<file path="src/rtl/gb_serial_pkg.sv">
// Shared definitions for the Game Boy link-port serial transceiver.
package gb_serial_pkg;

  localparam logic [15:0] SB_ADDR_DEFAULT = 16'hFF01;
  localparam logic [15:0] SC_ADDR_DEFAULT = 16'hFF02;

  // SC register bit positions
  localparam int SC_START  = 7;
  localparam int SC_CLKSEL = 0;

  // Interrupt flag bit owned by this block
  localparam int IRQ_SERIAL = 3;

  typedef enum logic {
    IDLE  = 1'b0,
    SHIFT = 1'b1
  } state_t;

  // SC read value: unused bits read as ones
  function automatic logic [7:0] sc_pack(input logic start, input logic clksel);
    return {start, 6'b111111, clksel};
  endfunction

endpackage

</file>
<file path="src/rtl/gb_serial_if.sv">
// CPU-side bus of the serial transceiver: register access plus interrupt request/ack.
interface gb_serial_if;
  logic [15:0] addr;
  logic [7:0]  data_in;
  logic        we;
  logic [7:0]  data;
  logic        hit;
  logic [7:0]  iack;
  logic        irq;

  modport master (
    output addr, data_in, we, iack,
    input  data, hit, irq
  );

  modport slave (
    input  addr, data_in, we, iack,
    output data, hit, irq
  );
endinterface

</file>
<file path="src/rtl/gb_sync_edge.sv">
// Two-flop synchronizer for an asynchronous input, followed by a history flop
// that yields one-cycle rise/fall pulses (3 clk cycles from pin edge to action).
module gb_sync_edge #(
  parameter logic RESET_VAL = 1'b1
) (
  input  logic clk,
  input  logic resetn,
  input  logic async_in,
  output logic rise,
  output logic fall
);

  logic meta_r;
  logic sync_r;
  logic prev_r;

  // Synchronize the pin and keep one cycle of history for edge detection
  always_ff @(posedge clk or negedge resetn) begin
    if (!resetn) begin
      meta_r <= RESET_VAL;
      sync_r <= RESET_VAL;
      prev_r <= RESET_VAL;
    end else begin
      meta_r <= async_in;
      sync_r <= meta_r;
      prev_r <= sync_r;
    end
  end

  assign rise = sync_r & ~prev_r;
  assign fall = ~sync_r & prev_r;

endmodule

</file>
<file path="src/rtl/gb_serial.sv">
// Game Boy link-port serial transceiver: SB/SC registers, 8-bit shift with
// internal or external serial clock, and the serial interrupt request.
module gb_serial
  import gb_serial_pkg::*;
#(
  parameter int          HALF_PERIOD = 256,
  parameter logic [15:0] SB_ADDR     = SB_ADDR_DEFAULT,
  parameter logic [15:0] SC_ADDR     = SC_ADDR_DEFAULT
) (
  input  logic        clk,
  input  logic        resetn,
  gb_serial_if.slave  bus,
  input  logic        sin,
  output logic        sout,
  input  logic        sclk_in,
  output logic        sclk_out,
  output logic        sclk_oe
);

  localparam int              HP_W    = $clog2(HALF_PERIOD);
  localparam logic [HP_W-1:0] HP_LAST = HP_W'(HALF_PERIOD - 1);

  state_t          state_r;
  logic [7:0]      sb_r;
  logic            start_r;
  logic            clksel_r;
  logic            sout_r;
  logic            sclk_out_r;
  logic            irq_r;
  logic [2:0]      bit_cnt_r;
  logic [HP_W-1:0] hp_cnt_r;

  logic       sb_hit_s;
  logic       sc_hit_s;
  logic       wr_sb_s;
  logic       wr_sc_s;
  logic       abort_s;
  logic       tick_s;
  logic       ser_fall_s;
  logic       ser_rise_s;
  logic       done_s;
  logic       ext_rise_s;
  logic       ext_fall_s;
  logic [7:0] rdata_s;

  gb_sync_edge #(
    .RESET_VAL (1'b1)
  ) u_sclk_sync (
    .clk      (clk),
    .resetn   (resetn),
    .async_in (sclk_in),
    .rise     (ext_rise_s),
    .fall     (ext_fall_s)
  );

  // Address decode, read mux and serial-clock edge selection
  always_comb begin
    sb_hit_s   = (bus.addr == SB_ADDR);
    sc_hit_s   = (bus.addr == SC_ADDR);
    wr_sb_s    = bus.we & sb_hit_s;
    wr_sc_s    = bus.we & sc_hit_s;
    abort_s    = (state_r == SHIFT) & wr_sc_s & ~bus.data_in[SC_START];
    tick_s     = (state_r == SHIFT) & clksel_r & (hp_cnt_r == HP_LAST);
    ser_fall_s = 1'b0;
    ser_rise_s = 1'b0;
    rdata_s    = 8'hFF;
    if (state_r == SHIFT) begin
      if (clksel_r) begin
        ser_fall_s = tick_s & sclk_out_r;
        ser_rise_s = tick_s & ~sclk_out_r;
      end else begin
        ser_fall_s = ext_fall_s;
        ser_rise_s = ext_rise_s;
      end
    end else begin
      ser_fall_s = 1'b0;
      ser_rise_s = 1'b0;
    end
    done_s = ser_rise_s & ~abort_s & (bit_cnt_r == 3'd7);
    if (sb_hit_s) begin
      rdata_s = sb_r;
    end else if (sc_hit_s) begin
      rdata_s = sc_pack(start_r, clksel_r);
    end else begin
      rdata_s = 8'hFF;
    end
  end

  // Register file, transfer state machine, serial clock and interrupt request
  always_ff @(posedge clk or negedge resetn) begin
    if (!resetn) begin
      state_r    <= IDLE;
      sb_r       <= 8'h00;
      start_r    <= 1'b0;
      clksel_r   <= 1'b0;
      sout_r     <= 1'b1;
      sclk_out_r <= 1'b1;
      irq_r      <= 1'b0;
      bit_cnt_r  <= 3'd0;
      hp_cnt_r   <= {HP_W{1'b0}};
    end else begin
      // Completion beats a simultaneous acknowledge
      if (done_s) begin
        irq_r <= 1'b1;
      end else if (bus.iack[IRQ_SERIAL]) begin
        irq_r <= 1'b0;
      end

      case (state_r)
        IDLE: begin
          sclk_out_r <= 1'b1;
          if (wr_sb_s) begin
            sb_r <= bus.data_in;
          end
          if (wr_sc_s) begin
            clksel_r <= bus.data_in[SC_CLKSEL];
            if (bus.data_in[SC_START]) begin
              start_r   <= 1'b1;
              bit_cnt_r <= 3'd0;
              hp_cnt_r  <= {HP_W{1'b0}};
              state_r   <= SHIFT;
            end
          end
        end

        SHIFT: begin
          if (abort_s) begin
            // Partial SB contents are kept; no interrupt
            clksel_r   <= bus.data_in[SC_CLKSEL];
            start_r    <= 1'b0;
            sclk_out_r <= 1'b1;
            state_r    <= IDLE;
          end else begin
            if (clksel_r) begin
              hp_cnt_r <= tick_s ? {HP_W{1'b0}} : (hp_cnt_r + HP_W'(1'b1));
            end
            if (tick_s) begin
              sclk_out_r <= ~sclk_out_r;
            end
            if (ser_fall_s) begin
              sout_r <= sb_r[7];
            end
            if (ser_rise_s) begin
              sb_r      <= {sb_r[6:0], sin};
              bit_cnt_r <= bit_cnt_r + 3'd1;
              if (bit_cnt_r == 3'd7) begin
                start_r    <= 1'b0;
                sclk_out_r <= 1'b1;
                state_r    <= IDLE;
              end
            end
          end
        end

        default: begin
          state_r <= IDLE;
        end
      endcase
    end
  end

  assign bus.data = rdata_s;
  assign bus.hit  = sb_hit_s | sc_hit_s;
  assign bus.irq  = irq_r;
  assign sout     = sout_r;
  assign sclk_out = sclk_out_r;
  assign sclk_oe  = clksel_r;

endmodule

</file>
<file path="src/flat_wrapper.sv">
// flat-port wrapper written by rule: the top's interface ports become plain ports
module gb_serial_flat import gb_serial_pkg::*;
#(
  parameter int          HALF_PERIOD = 256,
  parameter logic [15:0] SB_ADDR     = SB_ADDR_DEFAULT,
  parameter logic [15:0] SC_ADDR     = SC_ADDR_DEFAULT
)
  (clk, resetn, sin, sout, sclk_in, sclk_out, sclk_oe, bus_addr, bus_data_in, bus_we, bus_iack, bus_data, bus_hit, bus_irq);
  gb_serial_if bus_i ();
  input  logic clk;
  input  logic resetn;
  input  logic sin;
  output logic sout;
  input  logic sclk_in;
  output logic sclk_out;
  output logic sclk_oe;
  input wire logic [$bits(bus_i.addr)-1:0] bus_addr;
  input wire logic [$bits(bus_i.data_in)-1:0] bus_data_in;
  input wire logic [$bits(bus_i.we)-1:0] bus_we;
  input wire logic [$bits(bus_i.iack)-1:0] bus_iack;
  output wire logic [$bits(bus_i.data)-1:0] bus_data;
  output wire logic [$bits(bus_i.hit)-1:0] bus_hit;
  output wire logic [$bits(bus_i.irq)-1:0] bus_irq;
  assign bus_i.addr = bus_addr;
  assign bus_i.data_in = bus_data_in;
  assign bus_i.we = bus_we;
  assign bus_i.iack = bus_iack;
  assign bus_data = bus_i.data;
  assign bus_hit = bus_i.hit;
  assign bus_irq = bus_i.irq;
  gb_serial #(.HALF_PERIOD(HALF_PERIOD), .SB_ADDR(SB_ADDR), .SC_ADDR(SC_ADDR)) u_core (.clk(clk), .resetn(resetn), .bus(bus_i), .sin(sin), .sout(sout), .sclk_in(sclk_in), .sclk_out(sclk_out), .sclk_oe(sclk_oe));
endmodule
</file>
<file path="config.mk">
export PLATFORM = sky130hd
export DESIGN_NAME = gb_serial_flat
export DESIGN_NICKNAME = d
export VERILOG_FILES = /design/src/rtl/gb_serial_pkg.sv /design/src/rtl/gb_serial_if.sv /design/src/rtl/gb_sync_edge.sv /design/src/rtl/gb_serial.sv /design/src/flat_wrapper.sv
export SDC_FILE = /design/constraint.sdc
export NUM_CORES = 1
export LEC_CHECK = 0
export ABC_AREA = 1
export BUFFER_PORTS_ARGS = -buffer_cell sky130_fd_sc_hd__buf_2
export CELL_PAD_IN_SITES_DETAIL_PLACEMENT = 0
export CELL_PAD_IN_SITES_GLOBAL_PLACEMENT = 1
export CORE_MARGIN = 5
export CORE_UTILIZATION = 39
export DETAILED_ROUTE_END_ITERATION = 16
export PLACE_DENSITY = 0.82
export SETUP_SLACK_MARGIN = 0.4
export SKIP_CTS_REPAIR_TIMING = 1
export SYNTH_ARGS = -nofsm -noshare
export SYNTH_HDL_FRONTEND = slang
export SYNTH_SLANG_ARGS = --single-unit
</file>
<file path="constraint.sdc">
create_clock -name clk -period 4.6 [get_ports clk]
set_clock_uncertainty 0.1 [all_clocks]
set_input_delay 0 -clock clk [delete_from_list [all_inputs] [get_ports clk]]
set_output_delay 0 -clock clk [all_outputs]
set_load 0.005 [all_outputs]
</file>
# [Word-level counts from Yosys, hierarchy flattened]
# Cells that the tools add are included.
[word_totals] register_bits=28
[op_classes] mux=43 bitwise_logic=19 n_reduce_logical=7 n_eq_ne=13 n_addsub=2
[op_table] operator="$mux W8" count=10
[op_table] operator="$eq A16 B16 Y1 const B" count=2
[op_table] operator="$pmux W8 S2" count=2
[op_table] operator="$mux W1" count=22
[op_table] operator="$and A1 B1 Y1" count=12
[op_table] operator="$mux W3" count=4
[op_table] operator="$reduce_and A4 Y1" count=3
[op_table] operator="$ne A2 B2 Y1 const B" count=5
[op_table] operator="$add A8 B1 Y8 const B" count=1
[op_table] operator="$eq A8 B8 Y1 const B" count=1
[op_table] operator="$pmux W1 S2" count=4
[op_table] operator="$ne A3 B3 Y1 const B" count=2
[op_table] operator="$not A1 Y1" count=6
[op_table] operator="$pmux W3 S2" count=1
[op_table] operator="$reduce_and A3 Y1" count=2
[op_table] operator="$ne A2 B1 Y1 const B" count=2
[op_table] operator="$add A3 B1 Y3 const B" count=1
[op_table] operator="$eq A3 B3 Y1 const B" count=1
[op_table] operator="$reduce_and A2 Y1" count=1
[op_table] operator="$reduce_bool A2 Y1" count=1
[op_table] operator="$or A1 B1 Y1" count=1

# [Longest topological paths before layout]
[depth] depth_word=8 ltp_mapped=13

# [Cells and area by module]
# Synthesis repeated with hierarchy kept, for this count alone.
[hier_totals] hier_cells=246 area_unflattened_um2=1761.7
[by_module_without_submodules] mod="gb_serial" area_per_inst_um2=1667.8 n_inst=1 seq_area_each_um2=628.1 cells_per_inst=239
[by_module_without_submodules] mod="gb_sync_edge" area_per_inst_um2=93.8 n_inst=1 seq_area_each_um2=78.8 cells_per_inst=7

# [Worst setup path after synthesis]
# OpenSTA, ideal clock, no wires.
[synth_timing] path_type="register to register" start="register u_core.hp_cnt_r[0]" end="register u_core.sb_r[0]" t_arrival_ns=1.686 path_slack_ns=2.697 path_stages_with_launch=14 path_cell_list="dfrtp_1 > ha_1 > nand2_1 > nor2_1 > nand4_1 > inv_1 > ha_1 > nand2_1 > o31ai_4 > nand2_1 > nand2_2 > nand2_2 > nand2_1 > nand2_1"
[synth_between] elab_chain_len=7
[synth_lines] item="start: declaration" line_no="gb_serial.sv:31" source="logic [HP_W-1:0] hp_cnt_r;"
[synth_lines] item="start signal: assignment" line_no="gb_serial.sv:100" source="hp_cnt_r <= {HP_W{1'b0}};"
[synth_lines] item="start signal: assignment" line_no="gb_serial.sv:120" source="hp_cnt_r <= {HP_W{1'b0}};"
[synth_lines] item="start signal: assignment" line_no="gb_serial.sv:135" source="hp_cnt_r <= tick_s ? {HP_W{1'b0}} : (hp_cnt_r + HP_W'(1'b1));"
[synth_lines] item="$eq A8 B8 Y1" line_no="gb_serial.sv:63" source="tick_s = (state_r == SHIFT) & clksel_r & (hp_cnt_r == HP_LAST);"
[synth_lines] item="$and A1 B1 Y1" line_no="gb_serial.sv:63"
[synth_lines] item="$and A1 B1 Y1" line_no="gb_serial.sv:70" source="ser_rise_s = tick_s & ~sclk_out_r;"
[synth_lines] item="$mux W1" line_no="gb_serial.sv:68" source="if (clksel_r) begin"
[synth_lines] item="$mux W1" line_no="gb_serial.sv:67" source="if (state_r == SHIFT) begin"
[synth_lines] item="$ne A2 B2 Y1 (no line)"
[synth_lines] item="$reduce_and A3 Y1 (no line)"
[synth_lines] item="end signal: assignment" line_no="gb_serial.sv:113" source="sb_r <= bus.data_in;"
[synth_lines] item="end signal: assignment" line_no="gb_serial.sv:144" source="sb_r <= {sb_r[6:0], sin};"
[synth_lines] item="end: declaration" line_no="gb_serial.sv:24" source="logic [7:0] sb_r;"
# No other way between the ends.
# A chain may end at the register's enable or synchronous reset.

# [Worst setup path after layout]
[layout_timing] start="register u_core.hp_cnt_r[0]" end="register u_core.sb_r[4]"
# Same word-level chain as after synthesis.

==> out/qor.csv <==
stage;metric;value;unit
final_layout;fin_cells;331;
floorplanning;start_util;39.7;%
critical_path;start_kind;register;
clock_network;numCtsBuffers;3;
timing;layout_setup_ws;2.39;ns
synthesis;synth_top_cell_by_area;dfrtp_1;
floorplanning;dieArea;5800;um2
critical_path;cp_slowest_cell;dfrtp_1;
pwr;seq_power_share;52.6;%
synthesis;syn-num-nets;272;
place;place_inst;319;
synthesis;seq_area_frac_synth;41.4;%
timing;grt_setup_unrepaired;false;
pwr;pwr_density_cell;226;nW/um2
critical_path;worst-r2r-cell-count;13;
status;violations;hold timing;
clock_network;clock_latency;0.28;ns
final_layout;layout_commonest_cell;nand2_1;
place;gp_congestion;0.819;
final_layout;multi_input_area;897;um2
timing;tightest_slew;0.636;ns
global_routing;grt_pass1_vias;1509;
clock_network;clock_path_buffers;2;
clock_network;root_buffer;clkbuf_8;
global_routing;overflow;0;
global_routing;grt_pass1_wl;6.95;mm
critical_path;r2r-end;u_core.sb_r[4];
synthesis;synth.avg_cell_area;7.42;um2
final_layout;layout_common_cells;nand2_1, buf_2, nand3_1, dfrtp_1, nor2_1;
timing;setup_viol;0;
critical_path;r2r_start;u_core.hp_cnt_r[0];
global_routing;track_usage;13.9;%
critical_path;cpPeakStageDelay;0.41;ns
final_layout;nFillCells;437;
clock_network;cts_max_level;1;
clock_network;cts_tree;yes;
timing;max_slew_margin;57.6;%
drt;routed-via-count;1561;
floorplanning;core;4290;um2
timing;slew_violations;0;
pwr;internal_power;382;uW
synthesis;ys_top_cells_by_area;dfrtp_1, nand2_1, dfstp_2;
drt;drtPass1Iterations;4;
synthesis;synthCells;230;
worst_hold_path;min_to;u_core.sb_r[1];
pwr;power_leakage;1.05;nW
timing;finalCritPeriodShare;48.0;%
synthesis;synth_top_area_share;33.7;%
critical_path;crit_fanout;9;
final_layout;area_delta_synth_final;23.4;%
timing;fmax;453;MHz
clock_network;cts.clk_slew.worst_paths;0.10;ns
critical_path;worstPathArrival;2.29;ns
critical_path;cp.required;4.68;ns
final_layout;drive_gt1_share;25.8;%
pwr;p_clk_share;40.9;%
floorplanning;num_rows;24;
timing;fin_crit;2.21;ns
timing;whs;-0.0464;ns
critical_path;cpMostUsedCell;nand2_1;
drt;route.detailed.drc;0;
timing;tns;0;ns
critical_path;reg2reg_slack;2.39;ns
synthesis;synth_seq_cells;28;
global_routing;antenna_found_initial;0;
place;dpl.hpwl;2.79;mm
critical_path;worstPathCellList;ha_1, nand2_1, nor2_1, nand4_1, inv_1, ha_1, nand2_1, o31ai_4, nand2_1, nand2_2, nand2_2, nand2_1, nand2_1;
floorplanning;io_pins;50;
drt;first_iter_violations;32;
critical_path;worstSetupPathType;register to register;
place;place_ws;2.37;ns
drt;antenna_left;0;
synthesis;synth_area;1710;um2
final_layout;num-nets-final;322;
synthesis;yosysWarningCount;0;
global_routing;grt_max_degree;29;
worst_hold_path;whs_path_depth;5;
final_layout;diodes;0;
critical_path;end_kind;register;
pwr;switching_share;19.8;%
place;io_buffers;42;
flow_run;drv_cap;0;
pwr;pwr-share-comb;6.6;%
final_layout;regArea;707;um2
worst_hold_path;min-delay-start;bus_data_in[1];
drt;wirelength;3.86;mm
floorplanning;dieHeight;76.2;um
timing;hold_viol;3;
drt;wl_per_cell;11.7;um
clock_network;clock-sinks;28;
pwr;ir_drop;0.114;mV
status;outcome;finished, violations left;
drt;vias_per_cell;4.72;
synthesis;synth.distinct_cells;28;
pwr;power_switching;94.6;uW
worst_hold_path;hold_class;input port to register;
floorplanning;die_w;76.2;um
cells by family (layout without fill, tap and decap cells):
logic type	Yosys count	in the layout	synth area share, %
DFF	28	28	41.4
buffers and inverters	24	73	6.01
adders and majority gates	5	5	3.67
xor gates and xnor gates	3	3	1.54
and+or+nand+nor	158	158	42.2
AOI/OAI and AO/OA	12	12	5.21
sequential cells by signal, indices dropped and copies added, names as in the netlist:
name                       count
u_core.bit_cnt_r               3
u_core.bus.irq                 1
u_core.hp_cnt_r                8
u_core.sb_r                    8
u_core.sclk_oe                 1
u_core.sclk_out                1
u_core.sout                    1
u_core.start_r                 1
u_core.state_r                 1
u_core.u_sclk_sync.meta_r      1
u_core.u_sclk_sync.prev_r      1
u_core.u_sclk_sync.sync_r      1
per-stage QoR:
step | util (%) | total power [mW] | hold WS [ns] | instance area (um2)
after floorplan | - | 0.263 | -0.396 | 1710
after global placement | 45.5 | 0.282 | -0.0344 | 1950
after detailed placement | 45.5 | 0.282 | -0.0343 | 1950
after CTS | 47.2 | 0.480 | -0.351 | 2030
after global routing | 49.0 | 0.500 | 0.00311 | 2110
final | 49.0 | 0.477 | -0.0464 | 2110
critical path, delay by kind of cell, from the launching register on:
| kind | cells | cell delay (ns) |
|---|---|---|
| fa+ha+maj | 2 | 0.32 |
| compound gates | 1 | 0.11 |
| flops | 1 | 0.41 |
| simple gates | 9 | 1.06 |
| buf+inv | 1 | 0.11 |
synth_stat cells:
cell	n
clkbuf_2	1
nand4_1	7
nand3_2	1
dfstp_2	5
o21ai_4	1
nor2_1	21
a21oi_1	3
nand2_1	87
nor2_2	1
inv_2	2
ha_1	5
buf_6	1
clkbuf_1	1
dfrtp_1	23
nor3_1	1
xor2_1	2
nand3_4	1
or2_2	6
o22ai_1	1
o31ai_4	1
inv_1	16
buf_2	3
nand3_1	26
nand2_2	3
o21ai_0	6
xnor2_1	1
nor2_4	3
nand2_4	1
final cells by class:
type / count / share of cell area [%]
Multi-Input combinational cell: 178 / 42.6
Timing Repair Buffer: 51 / 14.1
Sequential cell: 28 / 33.6
Inverter: 18 / 3.21
Clock inverter: 1 / 1.43
Clock buffer: 3 / 1.96
Tap cell: 52 / 3.09
power by group through the flow:
| stage | Combinational (mW) | Sequential [mW] | Clock (mW) |
|---|---|---|---|
| global route | 0.0367 | 0.251 | 0.213 |
| CTS | 0.0270 | 0.251 | 0.202 |
| detailed placement | 0.0269 | 0.255 | 0 |
| floorplan | 0.00836 | 0.255 | 0 |
| global placement | 0.0267 | 0.255 | 0 |
| finish | 0.0314 | 0.251 | 0.195 |
layer usage:
| layer | vias to the layer above | routed length, um | track usage (%) |
|---|---|---|---|
| met3 | 4 | 208 | 3.19 |
| met2 | 33 | 1670 | 21.0 |
| met1 | 694 | 1940 | 19.8 |
| li1 | 830 | - | - |
| met4 | 0 | 48 | 4.20 |
| met5 | - | 0 | 0 |
worst max path at each step:
stage | startpoint | endpoint | cells after the start
global placement | u_core.hp_cnt_r[0] | u_core.sb_r[0] | 13
floorplan | u_core.hp_cnt_r[0] | u_core.sb_r[0] | 13
global route | u_core.hp_cnt_r[0] | u_core.sb_r[4] | 13
finish | u_core.hp_cnt_r[0] | u_core.sb_r[4] | 13
detailed placement | u_core.hp_cnt_r[0] | u_core.sb_r[4] | 13
CTS | u_core.hp_cnt_r[0] | u_core.sb_r[4] | 13
No activity file was read; power rests on OpenSTA's default activity.
